### config.mk
export PLATFORM = sky130hd
export DESIGN_NAME = rv_rr_arbiter
export DESIGN_NICKNAME = d
export VERILOG_FILES = /design/src/rtl/rv_rr_arbiter.sv
export SDC_FILE = /design/constraint.sdc
export NUM_CORES = 1
export LEC_CHECK = 0
export BUFFER_PORTS_ARGS = -buffer_cell sky130_fd_sc_hd__buf_2
export CORE_ASPECT_RATIO = 1.25
export CORE_MARGIN = 5
export CORE_UTILIZATION = 47
export DETAILED_ROUTE_END_ITERATION = 12
export GPL_TIMING_DRIVEN = 0
export PLACE_DENSITY_LB_ADDON = 0.2
export SLEW_MARGIN = 20
export SYNTH_ARGS = -nofsm -noshare
export SYNTH_HDL_FRONTEND = slang
export SYNTH_SLANG_ARGS = --single-unit
### constraint.sdc
create_clock -name clk -period 8.8 [get_ports clk]
set_clock_uncertainty 0.2 [all_clocks]
set_input_delay 0.44 -clock clk [delete_from_list [all_inputs] [get_ports clk]]
set_output_delay 0.44 -clock clk [all_outputs]
set_load 0.01 [all_outputs]
### src/rtl/rv_rr_arbiter.sv
// rv_rr_arbiter: round-robin N:1 ready/valid arbiter
// feeding a single-entry output register.
module rv_rr_arbiter #(
   parameter int NUM_REQ    = 4,
   parameter int DATA_WIDTH = 8,
   parameter int ID_WIDTH   = $clog2(NUM_REQ)
) (
   input  logic                          clk,
   input  logic                          reset_n,
   input  logic [NUM_REQ-1:0]            req_valid,
   input  logic [NUM_REQ*DATA_WIDTH-1:0] req_data,
   output logic [NUM_REQ-1:0]            req_ready,
   output logic                          out_valid,
   output logic [DATA_WIDTH-1:0]         out_data,
   output logic [ID_WIDTH-1:0]           out_id,
   input  logic                          out_ready
);

   typedef enum logic {EMPTY = 1'b0, FULL = 1'b1} state_t;

   state_t                  state;
   state_t                  state_nxt;
   logic [ID_WIDTH-1:0]     rr_ptr;
   logic [ID_WIDTH-1:0]     ptr_nxt;
   logic [ID_WIDTH-1:0]     win;
   logic [ID_WIDTH-1:0]     off;
   logic [ID_WIDTH:0]       sum;
   logic [2*NUM_REQ-1:0]    dbl;
   logic [NUM_REQ-1:0]      rot;
   logic [DATA_WIDTH-1:0]   win_data;
   logic                    any_req;
   logic                    capture;

   assign any_req = |req_valid;

   // Rotate so bit 0 is rr_ptr; the lowest set bit is the winner offset.
   assign dbl = {req_valid, req_valid} >> rr_ptr;
   assign rot = dbl[NUM_REQ-1:0];

   always_comb begin
      off = '0;
      for (int k = NUM_REQ-1; k >= 0; k--) begin
         if (rot[k]) off = ID_WIDTH'(k);
      end
   end

   always_comb begin
      sum = {1'b0, rr_ptr} + {1'b0, off};
      if (sum >= (ID_WIDTH+1)'(NUM_REQ))
         sum = sum - (ID_WIDTH+1)'(NUM_REQ);
      win = sum[ID_WIDTH-1:0];
   end

   assign ptr_nxt = (win == ID_WIDTH'(NUM_REQ-1)) ? '0 : win + 1'b1;

   always_comb begin
      win_data = '0;
      for (int i = 0; i < NUM_REQ; i++) begin
         if (win == ID_WIDTH'(i))
            win_data = req_data[i*DATA_WIDTH +: DATA_WIDTH];
      end
   end

   always_comb begin
      state_nxt = state;
      capture   = 1'b0;
      out_valid = 1'b0;
      unique case (state)
         EMPTY: begin
            if (any_req) begin
               capture   = 1'b1;
               state_nxt = FULL;
            end
         end
         FULL: begin
            out_valid = 1'b1;
            if (out_ready) state_nxt = EMPTY;
         end
         default: state_nxt = EMPTY;
      endcase
   end

   // No capture can happen in reset, so no beat may be acknowledged.
   always_comb begin
      req_ready = '0;
      for (int i = 0; i < NUM_REQ; i++) begin
         req_ready[i] = reset_n && capture && (win == ID_WIDTH'(i));
      end
   end

   always_ff @(posedge clk or negedge reset_n) begin
      if (!reset_n) begin
         state <= EMPTY;
      end else begin
         state <= state_nxt;
      end
   end

   always_ff @(posedge clk or negedge reset_n) begin
      if (!reset_n) begin
         rr_ptr   <= '0;
         out_data <= '0;
         out_id   <= '0;
      end else if (capture) begin
         rr_ptr   <= ptr_nxt;
         out_data <= win_data;
         out_id   <= win;
      end
   end

endmodule

==> results of run 1 <==
## worst max-delay path, stage by stage, from the launching register on
cell,delay [ns]
dfrtp_1,0.38
clkbuf_1,0.30
nand2b_1,0.15
o22ai_1,0.07
o21ai_0,0.17
o221ai_1,0.15
ha_1,0.21
xnor2_1,0.17
a31oi_1,0.10
nor2_1,0.22
ha_1,0.17
buf_1,0.34
clkbuf_1,0.42
and3_1,0.22
buf_2,0.12
## report_power, final
group,internal (W),switching [W],total [W]
sequential,0.0000925,0.0000172,0.000110
combinational,0.000185,0.000240,0.000425
clock,0.0000176,0.0000210,0.0000386
total,0.000295,0.000278,0.000573
## metal layers
metal  part of all wire, %  vias up
li1                      -      554
met1                    39      513
met2                    52       50
met3                   6.6        8
met4                   2.7        0
met5                     0        -
## repair_timing
action	in CTS	in global routing
hold buffers	1	0
endpoints found under the setup margin	0	0
endpoints found under the hold margin	13	0
## layout make-up
class / instances / area [um^2] / area share (%)
repair buffers: 54 / 275 / 20.7
flip-flops and latches: 13 / 325 / 24.5
well taps: 20 / 25.0 / 1.88
inverters: 9 / 33.8 / 2.54
multi-input cells: 90 / 599 / 45.1
clock buffers: 4 / 26.3 / 1.98
plain buffers: 9 / 43.8 / 3.30
## through the flow
step                      cell area (um^2)  std cells  total power [W]  setup slack (ns)  util [%]
after floorplan                       1000        121         0.000419              5.61         -
after global placement                1290        194         0.000521              5.11      64.5
after detailed placement              1290        194         0.000533              5.01      64.5
after CTS                             1330        199         0.000573              4.71      66.3
after global routing                  1330        199         0.000627              4.39      66.3
final                                 1330        199         0.000573              4.67      66.3
## cell families (layout without fill, tap and decap cells)
| kind of cell | after synthesis | in the layout | synth area share, % |
|---|---|---|---|
| AOI/OAI and AO/OA | 45 | 45 | 31.0 |
| and+or+nand+nor | 38 | 38 | 20.7 |
| buffers and inverters | 18 | 76 | 7.74 |
| DFF | 13 | 13 | 32.5 |
| adders and majority gates | 5 | 5 | 6.24 |
| xor gates and xnor gates | 1 | 1 | 0.874 |
| muxes | 1 | 1 | 0.999 |
## worst max path at each step
stage,start,end,cells after the start
after floorplan,rr_ptr[0],req_ready[3],13
after global placement,rr_ptr[0],req_ready[3],14
after detailed placement,rr_ptr[0],req_ready[3],14
after CTS,rr_ptr[0],req_ready[3],14
after global routing,rr_ptr[0],req_ready[3],14
final,rr_ptr[0],req_ready[3],14
## synth_stat cells (all sizes together) (3+ instances only)
library cell / instances / area share, %
a221oi: 7 / 6.1
o21ai: 6 / 3.0
ha: 5 / 6.2
clkbuf: 6 / 2.4
buf: 3 / 2.0
and3: 4 / 2.5
dfrtp: 13 / 32
nand2: 10 / 3.7
nor2: 10 / 3.7
a211o: 7 / 6.1
a21oi: 15 / 7.5
inv: 9 / 3.4
nor2b: 3 / 1.9
## flip-flops by register name (all words and copies together) (netlist names)
register,cells
out_data,8
out_id,2
state,1
rr_ptr,2
==> flow_summary.json, run 1 <==
{
  "status": "complete, no violations",
  "fmax_ghz": 0.242,
  "num_vias": 1125,
  "clock_path_buffers": 2,
  "place.gp.congestion": 0.737,
  "irDropWorstVdd_v": 0.000318,
  "path_max_fanout": 10,
  "fillers": 191,
  "min_from": "out_ready",
  "netlist_area_um2": 1000,
  "clk_pin_slew_ns": 0.08,
  "routed_wirelength_um": 2910,
  "grt_max_degree": 18,
  "hold-path-endpoint": "state",
  "async_flop_share_pct": 100,
  "worstReg2RegEnd": "out_data[2]",
  "grt.met2_usage_pct": 36.5,
  "vias_per_cell": 5.65,
  "period_minus_slack_ns": 4.13,
  "root_buffer": "clkbuf_4",
  "max_cap_viol_count": 0,
  "seq_area_frac_synth_pct": 32.5,
  "dieArea_um2": 3160,
  "area_growth_pct": 32.6,
  "post_cts_resized": 0,
  "r2r_start": "rr_ptr[0]",
  "syn_area_per_cell_um2": 8.28,
  "cts.sinks": 13,
  "cp.arrival_ns": 3.49,
  "num-nets-final": 224,
  "fin_crit_sh_pct": 46.9,
  "antenna_found_initial": 0,
  "grtUsageMet1_pct": 22.7,
  "drtIter0Drc": 24,
  "relSlewSlack_pct": 64.0,
  "grtUsageMet3_pct": 2.91,
  "drc": 0,
  "drtAntennaViolNets": 0,
  "h-tree-depth": 1,
  "postCtsSetupRepairBufs": 0,
  "rr_worst_depth": 14,
  "ys_seq_elements": 13,
  "grt_pass1_wl_um": 4720,
  "ios": 54,
  "setup.worst_path.class": "register to output port",
  "yosys_warnings": 0,
  "worst_slew_pin_slew_ns": 0.538,
  "p_leak_nw": 0.704,
  "layout_commonest_cell": "buf_2",
  "first_global_vias": 1111,
  "row_count": 18,
  "start_util_pct": 50.0,
  "layout_common_cells": "54 x buf_2, 15 x a21oi_1, 13 x dfrtp_1, 10 x nor2_1, 10 x nand2_1",
  "fp.dieW_um": 51.3,
  "clk_latency_ns": 0.28,
  "powerDensity_nw_per_um2": 431,
  "critical_path.startpoint_type": "register",
  "grt_remaining_overflow": 0,
  "synth_cells": 121,
  "syn-num-nets": 165,
  "min_path_type": "input pin to register",
  "core_area_um2": 2000,
  "rsz0062_at_grt": "false",
  "r2r_slack_ns": 5.24,
  "numCtsBuffers": 3,
  "diodes": 0,
  "io_buffers": 53,
  "synthFlopType": "dfrtp_1",
  "drive_gt1_share_pct": 36.3,
  "hold_viol_final": 0,
  "dp_hpwl_um": 2270,
  "whs_path_depth": 2,
  "synth-edff-count": 0,
  "cts_tree": "done",
  "die_y_um": 61.6,
  "synth_cell_types": 35,
  "first_pass_iters": 4,
  "holdWs_ns": 0.159,
  "slew_violations": 0,
  "cp.required_ns": 8.16,
  "wl_per_cell_um": 14.6,
  "critPathCaptureType": "output port",
  "setup_viol": 0,
  "tns_ns": 0,
  "grt-busiest-layer": "met2",
  "track_usage_pct": 19.8
}
Power figures use the tool's default switching activity.
==> run 2: changes to the inputs <==
--- a/config.mk
+++ b/config.mk
@@ -8,7 +8,7 @@
 export BUFFER_PORTS_ARGS = -buffer_cell sky130_fd_sc_hd__buf_2
 export CORE_ASPECT_RATIO = 1.25
 export CORE_MARGIN = 5
-export CORE_UTILIZATION = 47
+export CORE_UTILIZATION = 40
 export DETAILED_ROUTE_END_ITERATION = 12
 export GPL_TIMING_DRIVEN = 0
 export PLACE_DENSITY_LB_ADDON = 0.2
==> constraint.sdc (replaced) <==
create_clock -name clk -period 3.4 [get_ports clk]
set_clock_uncertainty 0.2 [all_clocks]
set_input_delay 0.17 -clock clk [delete_from_list [all_inputs] [get_ports clk]]
set_output_delay 0.17 -clock clk [all_outputs]
set_load 0.01 [all_outputs]
==> run 2 against run 1 <==
Compared with the run above: via count increased by 0.44%; worst setup slack got worse by 4.5 ns; combinational power grew to 3.0 times the previous value; sequential cell count did not move; global-route usage shrank 1.3 points; clock power increased to 2.5 times the previous value; critical endpoint is now req_ready[2]; critical path type unchanged; critical path depth stayed put.
==> flow_summary.json, run 2 (synthesized netlist as in run 1, its figures left out) <==
{
  "status": "complete, no violations",
  "row_count": 20,
  "r2r_slack_ns": 0.23,
  "num_vias": 1130,
  "fmax_ghz": 0.308,
  "h-tree-depth": 1,
  "num-nets-final": 229,
  "cts.sinks": 13,
  "diodes": 0,
  "fin_util_pct": 60.2,
  "cp.required_ns": 3.03,
  "first_pass_iters": 4,
  "layout_common_cells": "54 x buf_2, 15 x a21oi_1, 13 x dfrtp_1, 10 x nand2_1",
  "total_power_w": 0.00164,
  "cp.arrival_ns": 2.88,
  "regMostFlops": "out_data",
  "setup_slack_ns": 0.151,
  "slew_violations": 0,
  "tns_ns": 0,
  "critical_path.startpoint_type": "register",
  "core_area_um2": 2430,
  "clk_pin_slew_ns": 0.09,
  "place.gp.congestion": 0.755,
  "track_usage_pct": 18.5,
  "clk_latency_ns": 0.27,
  "wl_per_cell_um": 14.4,
  "fp.dieW_um": 54.8,
  "period_minus_slack_ns": 3.25,
  "min_path_type": "input pin to register",
  "root_buffer": "clkbuf_4",
  "max_cap_viol_count": 0,
  "ios": 54,
  "area_growth_pct": 45.7,
  "dp.cells": 207,
  "p_leak_nw": 0.754,
  "irDropWorstVdd_v": 0.000697,
  "drtIter0Drc": 25,
  "drc": 0,
  "path_max_fanout": 10,
  "start_util_pct": 41.3,
  "dp_hpwl_um": 2340,
  "fillers": 257,
  "setup.worst_path.class": "register to output port",
  "dp_slack_ns": -0.109,
  "io_buffers": 53,
  "drtAntennaViolNets": 0,
  "powerDensity_nw_per_um2": 1120,
  "largest_reg_flops": 8,
  "vias_per_cell": 5.21,
  "critPathCaptureType": "output port",
  "first_global_vias": 1184,
  "antenna_found_initial": 0,
  "top_regs": "out_data x8, out_id x2, rr_ptr x2",
  "routed_wirelength_um": 3130,
  "dieArea_um2": 3610,
  "hold_viol_final": 0,
  "numCtsBuffers": 3,
  "die_y_um": 66.0,
  "fin_crit_sh_pct": 95.6,
  "worst_slew_pin_slew_ns": 0.498,
  "layout.cells.non_filler": 217,
  "drive_gt1_share_pct": 41.3,
  "rsz0062_at_grt": "false",
  "cts_tree": "done",
  "grt_pass1_wl_um": 4950,
  "grt_remaining_overflow": 0,
  "setup_viol": 0,
  "relSlewSlack_pct": 66.8,
  "layout_commonest_cell": "buf_2",
  "clock_path_buffers": 2,
  "grt_max_degree": 18
}
==> run 2: final timing paths <==
path | from | depth (start not counted) | to
worst max-delay path | rr_ptr[0] | 14 | req_ready[2]
worst min-delay path | req_data[24] | 3 | out_data[0]
worst max register to register | rr_ptr[0] | 15 | out_data[4]
worst min register to register | out_id[0] | 2 | out_id[0]
max in group asynchronous | reset_n | 2 | rr_ptr[1]
min in group asynchronous | reset_n | 2 | out_data[6]
==> run 2: cell type report <==
| class | instances | area, um^2 | share of cell area (%) |
|---|---|---|---|
| Clock buffer | 4 | 26.3 | 1.80 |
| Buffer | 8 | 58.8 | 4.03 |
| Inverter | 9 | 33.8 | 2.31 |
| Tap cell | 33 | 41.3 | 2.83 |
| Sequential cell | 13 | 325 | 22.3 |
| Timing Repair Buffer | 60 | 330 | 22.6 |
| Multi-Input combinational cell | 90 | 644 | 44.1 |
==> run 2: critical path: stages, from the launching register on <==
cell and delay (ns):
dfrtp_1 0.39, buf_6 0.14, nand2b_1 0.11, o221ai_1 0.11, o21ai_1 0.09, o221ai_1 0.13, ha_1 0.23, xnor2_2 0.24
and4_4 0.28, nor2_2 0.06, ha_1 0.18, buf_2 0.16, clkbuf_4 0.19, and3_1 0.15, buf_2 0.13
==> run 2: through the flow <==
stage | hold WS, ns | instance area, um^2
after floorplan | -0.326 | 1000
after global placement | -0.103 | 1310
after detailed placement | -0.100 | 1310
after CTS | 0.00301 | 1390
after global routing | 0.0304 | 1460
final | 0.0122 | 1460
==> run 2: repair_timing <==
item,4_1_cts,5_1_grt
setup endpoints to repair,11,11
gates resized for setup,5,20
hold buffers,5,0
gates cloned,0,0
endpoints found under the hold margin,17,0
buffers inserted,0,2
pin swaps,0,2
==> run 2: report_power, final <==
group / internal, W / switching (W) / leakage, nW
Combinational: 0.000588 / 0.000670 / 0.586
Clock: 0.0000454 / 0.0000528 / 0.0150
Sequential: 0.000239 / 0.0000438 / 0.152
==> run 2: per-layer routing <==
| metal | GRT usage (%) | part of all wire (%) |
|---|---|---|
| met5 | 0 | 0 |
| met4 | 6.23 | 0.67 |
| met3 | 3.39 | 5.2 |
| met2 | 32.7 | 53 |
| met1 | 21.3 | 41 |
==> run 3: changes to the inputs <==
--- a/config.mk
+++ b/config.mk
@@ -6,11 +6,10 @@
 export NUM_CORES = 1
 export LEC_CHECK = 0
 export BUFFER_PORTS_ARGS = -buffer_cell sky130_fd_sc_hd__buf_2
-export CORE_ASPECT_RATIO = 1.25
 export CORE_MARGIN = 5
 export CORE_UTILIZATION = 40
 export DETAILED_ROUTE_END_ITERATION = 12
-export GPL_TIMING_DRIVEN = 0
+export GPL_TIMING_DRIVEN = 1
 export PLACE_DENSITY_LB_ADDON = 0.2
 export SLEW_MARGIN = 20
 export SYNTH_ARGS = -nofsm -noshare
==> run 3 against run 2 <==
Compared with the run above: sequential share of layout area up 1.5 points; first-iteration DRC count stayed put; wire length is 8.2% lower; highest routed layer unchanged; clock power fell by 2%; via count fell by 1.2%.
==> flow_summary.json, run 3 (synthesized netlist as in run 1, its figures left out) <==
{
  "vias_per_cell": 5.40,
  "postCtsSetupRepairBufs": 0,
  "diodes": 0,
  "path_buf_inv": 0,
  "io_buffers": 53,
  "grt_pass1_wl_um": 4370,
  "num-nets-final": 222,
  "max_cap_viol_count": 0,
  "period_minus_slack_ns": 3.09,
  "die_y_um": 60.1,
  "powerDensity_nw_per_um2": 1060,
  "drive_gt1_share_pct": 38.4,
  "dp.cells": 197,
  "slew_violations": 0,
  "layout_common_cells": "53 x buf_2, 15 x a21oi_1, 12 x dfrtp_1, 10 x nor2_1, 10 x nand2_1",
  "rr_worst_depth": 13,
  "drc": 0,
  "track_usage_pct": 16.0,
  "cp_common_cell": "ha_1",
  "cp.required_ns": 3.40,
  "drtIter0Drc": 25,
  "critPathMaxStageDelay_ns": 0.46,
  "dpl-instance-area_um2": 1280,
  "fp.dieW_um": 60.1,
  "p_leak_nw": 0.708,
  "hold_viol_final": 0,
  "clock_path_buffers": 2,
  "area_growth_pct": 36.8,
  "antenna_found_initial": 0,
  "crit_chain": "nand2b_1 -> o22ai_1 -> o21ai_0 -> o221ai_1 -> ha_1 -> xnor2_1 -> a31oi_1 -> or2_1 -> ha_1 -> nor2b_2 -> a221oi_1 -> a211o_1 -> a21oi_1",
  "dp_hpwl_um": 2130,
  "critPathCaptureType": "register",
  "total_power_w": 0.00146,
  "tns_ns": 0,
  "ios": 54,
  "crit_family": "compound AO/OA/AOI/OAI gates",
  "irDropWorstVdd_v": 0.000554,
  "path_max_fanout": 12,
  "whs_path_depth": 3,
  "place.gp.congestion": 0.765,
  "min_path_type": "input pin to register",
  "dieArea_um2": 3610,
  "layout_commonest_cell": "buf_2",
  "num_vias": 1117,
  "r2r_slack_ns": 0.31,
  "fillers": 233,
  "setup_viol": 0,
  "critical_path.startpoint_type": "register",
  "setup.worst_path.class": "register to register",
  "cts_tree": "done",
  "start_util_pct": 41.2,
  "grt_max_degree": 19,
  "clk_pin_slew_ns": 0.08,
  "relSlewSlack_pct": 76.4,
  "routed_wirelength_um": 2870,
  "root_buffer": "clkbuf_4",
  "final_area_um2": 1370,
  "layout.cells.non_filler": 207,
  "multi_input_area_um2": 607,
  "fin_util_pct": 56.4,
  "row_count": 18,
  "regMostFlops": "out_data",
  "worst_slew_pin_slew_ns": 0.354,
  "wl_per_cell_um": 13.9,
  "drtAntennaViolNets": 0,
  "numCtsBuffers": 3,
  "cts.sinks": 13,
  "first_pass_iters": 4,
  "top_regs": "out_data x8, out_id x2, rr_ptr x2",
  "cp.arrival_ns": 3.08,
  "largest_reg_flops": 8,
  "fin_crit_sh_pct": 90.7,
  "status": "complete, no violations",
  "clk_latency_ns": 0.27,
  "core_area_um2": 2430,
  "h-tree-depth": 1,
  "worst-path-stages": 13,
  "seq_area_um2": 327,
  "critPathSlowestCell": "dfrtp_2",
  "grt_remaining_overflow": 0,
  "first_global_vias": 1038,
  "rsz0062_at_grt": "false",
  "fmax_ghz": 0.324
}
-- run 3: power by group --
part	internal (W)	switching (W)
registers	0.000240	0.0000670
clock network	0.0000454	0.0000509
logic	0.000488	0.000566
total	0.000774	0.000683
-- run 3: final timing paths --
path                              start          end
max                           rr_ptr[0]  out_data[2]
min                        req_data[31]  out_data[7]
max reg2reg                   rr_ptr[0]  out_data[2]
min reg2reg                   out_id[0]    out_id[0]
max in group asynchronous       reset_n    rr_ptr[0]
min in group asynchronous       reset_n    out_id[1]
-- run 3: worst reg2reg max path: cells and delay by family, from the launching register on --
kind	cells	cell delay [ns]
flops	1	0.46
compound gates	7	1.19
simple gates	3	0.64
xor+xnor	1	0.13
fa+ha+maj	2	0.39
-- run 3: cell type report --
| type | instances | share of cell area, % |
|---|---|---|
| multi-input combinational | 90 | 44.3 |
| sequential | 13 | 23.8 |
| tap | 30 | 2.74 |
| inverter | 9 | 2.46 |
| clock buffer | 4 | 1.92 |
| timing repair buffer | 61 | 24.8 |
-- run 3: what timing repair did --
action	4_1_cts	5_1_grt
hold endpoints to repair	18	0
gates resized for setup	0	4
hold buffers	6	0
endpoints found under the setup margin	0	9
-- run 3: stage by stage --
stage | worst slack [ns] | hold WS, ns
after floorplan | 0.350 | -0.326
after global placement | 0.214 | -0.100
after detailed placement | 0.0860 | -0.0973
after CTS | 0.0480 | 0.00859
after global routing | 0.0642 | 0.0296
final | 0.315 | 0.0142
-- run 3: routing by layer --
layer	vias up	global-route usage [%]	wire, um
li1	551	-	-
met4	0	3.80	16
met3	2	5.18	208
met2	34	27.2	1410
met1	530	19.5	1230
met5	-	0	0
